--- src/rtl/clk_enable_nco.sv ---
// Multi-channel phase-accumulator clock-enable generator: each channel wraps at
// f_clock*inc/2^ACC_W and emits a strobe, a square wave and a settled flag.
module clk_enable_nco #(
  parameter int               NUM_CH       = 2,
  parameter int               ACC_W        = 24,
  parameter logic [ACC_W-1:0] DEFAULT_INC  = ACC_W'(24'h400000),
  parameter int               SETTLE_WRAPS = 4
) (
  input  logic              clock,
  input  logic              reset,
  input  logic              cfg_valid,
  output logic              cfg_ready,
  input  logic [3:0]        cfg_ch,
  input  logic [ACC_W-1:0]  cfg_inc,
  input  logic              cfg_sync,
  output logic              cfg_err,
  output logic [NUM_CH-1:0] en_out,
  output logic [NUM_CH-1:0] sq_out,
  output logic [NUM_CH-1:0] locked
);

  localparam int              CNT_W     = $clog2(SETTLE_WRAPS + 1);
  localparam logic [CNT_W-1:0] LP_SETTLE = CNT_W'(SETTLE_WRAPS);
  localparam logic [4:0]      LP_NUM_CH = 5'(NUM_CH);

  logic [ACC_W-1:0]  r_acc      [NUM_CH];
  logic [ACC_W-1:0]  r_inc      [NUM_CH];
  logic [ACC_W-1:0]  r_pend_inc [NUM_CH];
  logic [CNT_W-1:0]  r_settle   [NUM_CH];
  logic [NUM_CH-1:0] r_pending;
  logic [NUM_CH-1:0] r_en;
  logic [NUM_CH-1:0] r_sq;
  logic [NUM_CH-1:0] r_locked;
  logic              r_err;

  logic [ACC_W:0]    w_sum     [NUM_CH];
  logic [CNT_W-1:0]  w_cnt_nxt [NUM_CH];
  logic [NUM_CH-1:0] w_carry;
  logic [NUM_CH-1:0] w_sel;
  logic [NUM_CH-1:0] w_hit;
  logic              w_bad;
  logic              w_xfer;

  always_comb begin
    for (int ch = 0; ch < NUM_CH; ch++) begin
      w_sum[ch]     = {1'b0, r_acc[ch]} + {1'b0, r_inc[ch]};
      w_carry[ch]   = w_sum[ch][ACC_W];
      w_sel[ch]     = (cfg_ch == 4'(ch));
      w_cnt_nxt[ch] = r_settle[ch] + CNT_W'(1);
    end
  end

  // Out-of-range channels are always accepted so the error pulse can be reported.
  assign w_bad     = ({1'b0, cfg_ch} >= LP_NUM_CH);
  assign cfg_ready = w_bad | ~|(r_pending & w_sel);
  assign w_xfer    = cfg_valid & cfg_ready;
  assign w_hit     = w_xfer ? w_sel : '0;

  always_ff @(posedge clock or posedge reset) begin
    if (reset) begin
      r_err     <= 1'b0;
      r_pending <= '0;
      r_en      <= '0;
      r_sq      <= '0;
      r_locked  <= '0;
      for (int ch = 0; ch < NUM_CH; ch++) begin
        r_acc[ch]      <= '0;
        r_inc[ch]      <= DEFAULT_INC;
        r_pend_inc[ch] <= '0;
        r_settle[ch]   <= '0;
      end
    end else begin
      r_err <= w_xfer & w_bad;
      for (int ch = 0; ch < NUM_CH; ch++) begin
        if (w_hit[ch] && (cfg_sync || r_inc[ch] == '0)) begin
          // Immediate apply; a stopped channel keeps its phase unless a restart is requested.
          r_inc[ch]     <= cfg_inc;
          r_acc[ch]     <= cfg_sync ? '0 : w_sum[ch][ACC_W-1:0];
          r_en[ch]      <= 1'b0;
          r_sq[ch]      <= cfg_sync ? 1'b0 : r_sq[ch];
          r_settle[ch]  <= '0;
          r_locked[ch]  <= 1'b0;
          r_pending[ch] <= 1'b0;
        end else begin
          r_acc[ch] <= w_sum[ch][ACC_W-1:0];
          r_en[ch]  <= w_carry[ch];
          r_sq[ch]  <= r_sq[ch] ^ w_carry[ch];
          if (w_hit[ch]) begin
            r_pend_inc[ch] <= cfg_inc;
            r_pending[ch]  <= 1'b1;
          end
          // r_pending is the pre-acceptance value, so a wrap in the accept cycle is ignored.
          if (r_pending[ch] && w_carry[ch]) begin
            r_inc[ch]     <= r_pend_inc[ch];
            r_pending[ch] <= 1'b0;
            r_settle[ch]  <= '0;
            r_locked[ch]  <= 1'b0;
          end else if (w_carry[ch] && !r_locked[ch]) begin
            r_settle[ch] <= w_cnt_nxt[ch];
            if (w_cnt_nxt[ch] == LP_SETTLE) r_locked[ch] <= 1'b1;
          end
        end
      end
    end
  end

  assign en_out  = r_en;
  assign sq_out  = r_sq;
  assign locked  = r_locked;
  assign cfg_err = r_err;

endmodule
--- config.mk ---
export PLATFORM = sky130hd
export DESIGN_NAME = clk_enable_nco
export DESIGN_NICKNAME = d
export VERILOG_FILES = /design/src/rtl/clk_enable_nco.sv
export SDC_FILE = /design/constraint.sdc
export NUM_CORES = 1
export LEC_CHECK = 0
export BUFFER_PORTS_ARGS = -buffer_cell sky130_fd_sc_hd__buf_2
export CAP_MARGIN = 15
export CORE_MARGIN = 5
export CORE_UTILIZATION = 53
export CTS_CLUSTER_SIZE = 10
export DETAILED_ROUTE_END_ITERATION = 10
export GPL_TIMING_DRIVEN = 0
export PLACE_DENSITY = 0.8
export SLEW_MARGIN = 15
export SYNTH_ARGS = -nofsm -noshare
export SYNTH_HDL_FRONTEND = slang
export SYNTH_SLANG_ARGS = --single-unit
--- constraint.sdc ---
create_clock -name clock -period 4.55 [get_ports clock]
set_input_delay 0 -clock clock [delete_from_list [all_inputs] [get_ports clock]]
set_output_delay 0 -clock clock [all_outputs]
set_load 0.02 [all_outputs]
==> impl_metrics.py <==
metrics = {
    "grt": {
        "overflow": 0,
        "grt_pass1_vias": 7136,
        "grt_max_degree": 84,
        "antenna_found_initial": 0,
        "grt_pass1_wl_um": 34900,
        "grtUsageTotal_pct": 22.3,
    },
    "clocking": {
        "clk_pin_slew_worst_paths_ns": 0.07,
        "cts-hold-fix-buffers": 27,
        "cts_resized": 0,
        "cts_tree": "done",
        "cts.sinks": 159,
        "cts_buffers": 17,
        "clk_latency_ns": 0.43,
        "cts-root-buf": "clkbuf_16",
        "clock_path_buffers": 2,
        "cts_setup_buffers": 0,
        "cts.htree.levels": 4,
    },
    "sta": {
        "hold_ws_ns": 0.0142,
        "slew_headroom_pct": 38.3,
        "finalSetupViolations": 0,
        "setup_tns_ns": 0,
        "fmax_mhz": 298,
        "hold_viol_final": 0,
        "finalCriticalPeriod_ns": 3.35,
        "fin_crit_sh_pct": 73.7,
        "clock_skew_ns": 0.00800,
        "rsz0062_at_grt": "no",
        "slew_violations": 0,
        "tightest_slew_ns": 0.920,
    },
    "setup_path": {
        "timing_worst_setup_path_type": "reg -> reg",
        "path_common_cell": "nand2_1",
        "crit_required_ns": 4.89,
        "start_kind": "flop",
        "cp_slowest_cell": "a31oi_2",
        "critical_path.top_delay_family": "compound AO/OA/AOI/OAI gates",
        "cp_max_fo": 10,
        "crit_path_end_kind": "flop",
        "path_buf_inv": 1,
        "cpPeakStageDelay_ns": 0.45,
        "crit_arrival_ns": 3.69,
        "path_cells": "ha_1 -> fa_1 -> a211oi_1 -> o21bai_1 -> o311ai_0 -> nand2_1 -> a31oi_2 -> buf_2 -> nand2_1 -> a31oi_1",
    },
    "final_layout": {
        "syn2layout_area_growth_pct": 14.9,
        "nets": 1053,
        "n_antenna_cell": 0,
        "drive_gt1_share_pct": 15.3,
        "fill_cells": 1321,
    },
    "place": {
        "post-dp-hpwl_um": 14900,
        "port_buffers": 38,
        "gp_congestion": 0.975,
    },
    "floorplanning": {
        "dieArea_mm2": 0.0192,
        "initial_core_util_pct": 53.3,
        "ios": 40,
        "core_area_mm2": 0.0164,
        "die_w_um": 138,
        "dieHeight_um": 138,
        "rows": 47,
    },
    "routing": {
        "wl_um": 20900,
        "drtAntennaViolNets": 0,
        "drt_iter0_markers": 412,
        "via_per_inst": 5.82,
        "vias": 6978,
        "first_pass_iters": 4,
        "routedWlPerCell_um": 17.5,
        "drc": 0,
    },
    "logic_synthesis": {
        "synth.avg_cell_area_um2": 9.92,
        "ys_ff_latch": 159,
        "synth_edf_count": 0,
        "synthCells": 882,
        "syn_area_mm2": 0.00875,
        "yosysTopAreaCell": "dfrtp_1",
        "syn_nets": 968,
        "yosysMostFrequentCell": "dfrtp_1",
        "yosysUniqueCellTypes": 64,
        "synth-seq-area-share_pct": 45.5,
        "yosys-top-cells-count": "157 x dfrtp_1, 100 x nand2_1, 94 x nor2_1",
        "async_flop_share_pct": 100,
        "synth_ff_type": "dfrtp_1",
        "synth_top_area_share_pct": 44.9,
        "synthTopCellsByArea": "dfrtp_1 45%, ha_1 7.4%, mux2_2 6.4%, nand2_1 4.3%, nor2_1 4.0%",
        "ys_warn_count": 0,
    },
    "pwr": {
        "p_leak_nw": 4.90,
        "internal-power_w": 0.00389,
        "clock_power_share_pct": 19.9,
        "switchingPower_w": 0.00276,
        "p_sw_share_pct": 41.5,
        "pwr-share-comb_pct": 47.1,
        "power_density_mw_per_mm2": 661,
        "worst_ir_drop_vdd_mv": 0.439,
        "p_seq_share_pct": 33.0,
    },
    "flow_run": {
        "max_cap_viol_count": 0,
    },
    "status": {
        "status": "finished, final reports clean",
    },
    "hold_path": {
        "hp-class": "in -> reg",
    },
}
layout make-up:
type	instances	area [µm²]	share of cell area, %
multi-input combinational	669	4550	45.2
sequential	159	3980	39.6
timing repair buffer	66	488	4.85
clock buffer	17	425	4.23
tap	220	275	2.74
buffer	40	169	1.68
clock inverter	15	111	1.11
inverter	14	60.1	0.597
per-stage QoR:
step	setup WS, ns	total power, W	cell area (µm²)	instances	util (%)
2_1_floorplan	0.262	0.00458	8750	882	-
3_3_place_gp	-1.53	0.00516	9220	1140	56.2
3_5_place_dp	1.27	0.00527	9250	1141	56.4
4_1_cts	1.23	0.00665	10100	1200	61.3
5_1_grt	0.974	0.00718	10100	1200	61.3
6_report	1.20	0.00665	10100	1200	61.3
worst min-delay path, delay by kind of cell:
kind / cells / cell delay (ns)
AOI/OAI and AO/OA: 1 / 0.10
and+or+nand+nor: 1 / 0.16
buffers and inverters: 1 / 0.14
state kept, by name, summed over array words and instances, names as in the netlist:
signal      count
r_acc          48
r_pending       2
locked          2
sq_out          2
en_out          2
r_settle        6
r_inc          48
r_pend_inc     48
cfg_err         1
layer usage:
layer / share of wire, % / track usage [%] / vias up
li1: - / - / 3378
met1: 43 / 27.9 / 3395
met2: 51 / 38.8 / 173
met3: 3.8 / 4.28 / 32
met4: 2.0 / 7.38 / 0
met5: 0 / 0 / -
worst paths after layout:
check | start | endpoint | slack (ns) | depth (start not counted)
min | cfg_ch[0] | r_pending[0]$_DFFE_PP0P_ | 0.01 | 3
min in group asynchronous | reset | r_acc[1]$_DFF_PP0_ | 0.20 | 3
min reg2reg | sq_out[1]$_DFFE_PP0P_ | sq_out[1]$_DFFE_PP0P_ | 0.48 | 1
max reg2reg | r_inc[24]$_DFFE_PP0P_ | r_inc[39]$_DFFE_PP0P_ | 1.20 | 10
max in group asynchronous | reset | r_inc[46]$_DFFE_PP1P_ | 3.53 | 4
max | r_inc[24]$_DFFE_PP0P_ | r_inc[39]$_DFFE_PP0P_ | 1.20 | 10
cell families (layout without fill, tap and decap cells):
kind of cell / after synthesis / after routing / synth area share, %
AO/OA/AOI/OAI: 241 / 241 / 19.0
multiplexers: 53 / 53 / 6.78
flip-flops: 159 / 159 / 45.5
AND/OR/NAND/NOR: 287 / 287 / 14.9
adder cells (fa/ha/maj): 54 / 54 / 7.89
buffers and inverters: 54 / 152 / 2.53
XOR/XNOR: 34 / 34 / 3.40
power groups by stage:
stage          clock network [W]  registers, W  logic [W]
2_1_floorplan                  0       0.00214    0.00244
3_3_place_gp                   0       0.00220    0.00296
6_report                 0.00132       0.00220    0.00313
4_1_cts                  0.00134       0.00220    0.00311
3_5_place_dp                   0       0.00221    0.00306
5_1_grt                  0.00140       0.00225    0.00352
placed cells by master (no fill, tap or decap), types with 6 or more instances in the layout:
| master | count |
|---|---|
| a211oi_1 | 11 |
| a21o_1 | 44 |
| a21oi_1 | 48 |
| a22o_1 | 24 |
| a31oi_1 | 33 |
| and2_1 | 10 |
| buf_2 | 53 |
| clkbuf_1 | 25 |
| clkbuf_16 | 17 |
| dfrtp_1 | 157 |
| dlygate4sd3_1 | 27 |
| ha_1 | 52 |
| inv_1 | 13 |
| mux2_2 | 50 |
| nand2_1 | 100 |
| nand3_1 | 15 |
| nand4_1 | 9 |
| nor2_1 | 94 |
| nor3_1 | 13 |
| nor4_1 | 15 |
| o21ai_0 | 25 |
| o21bai_1 | 6 |
| xnor2_1 | 16 |
| xor2_1 | 18 |
No activity file was read; power rests on OpenSTA's default activity.
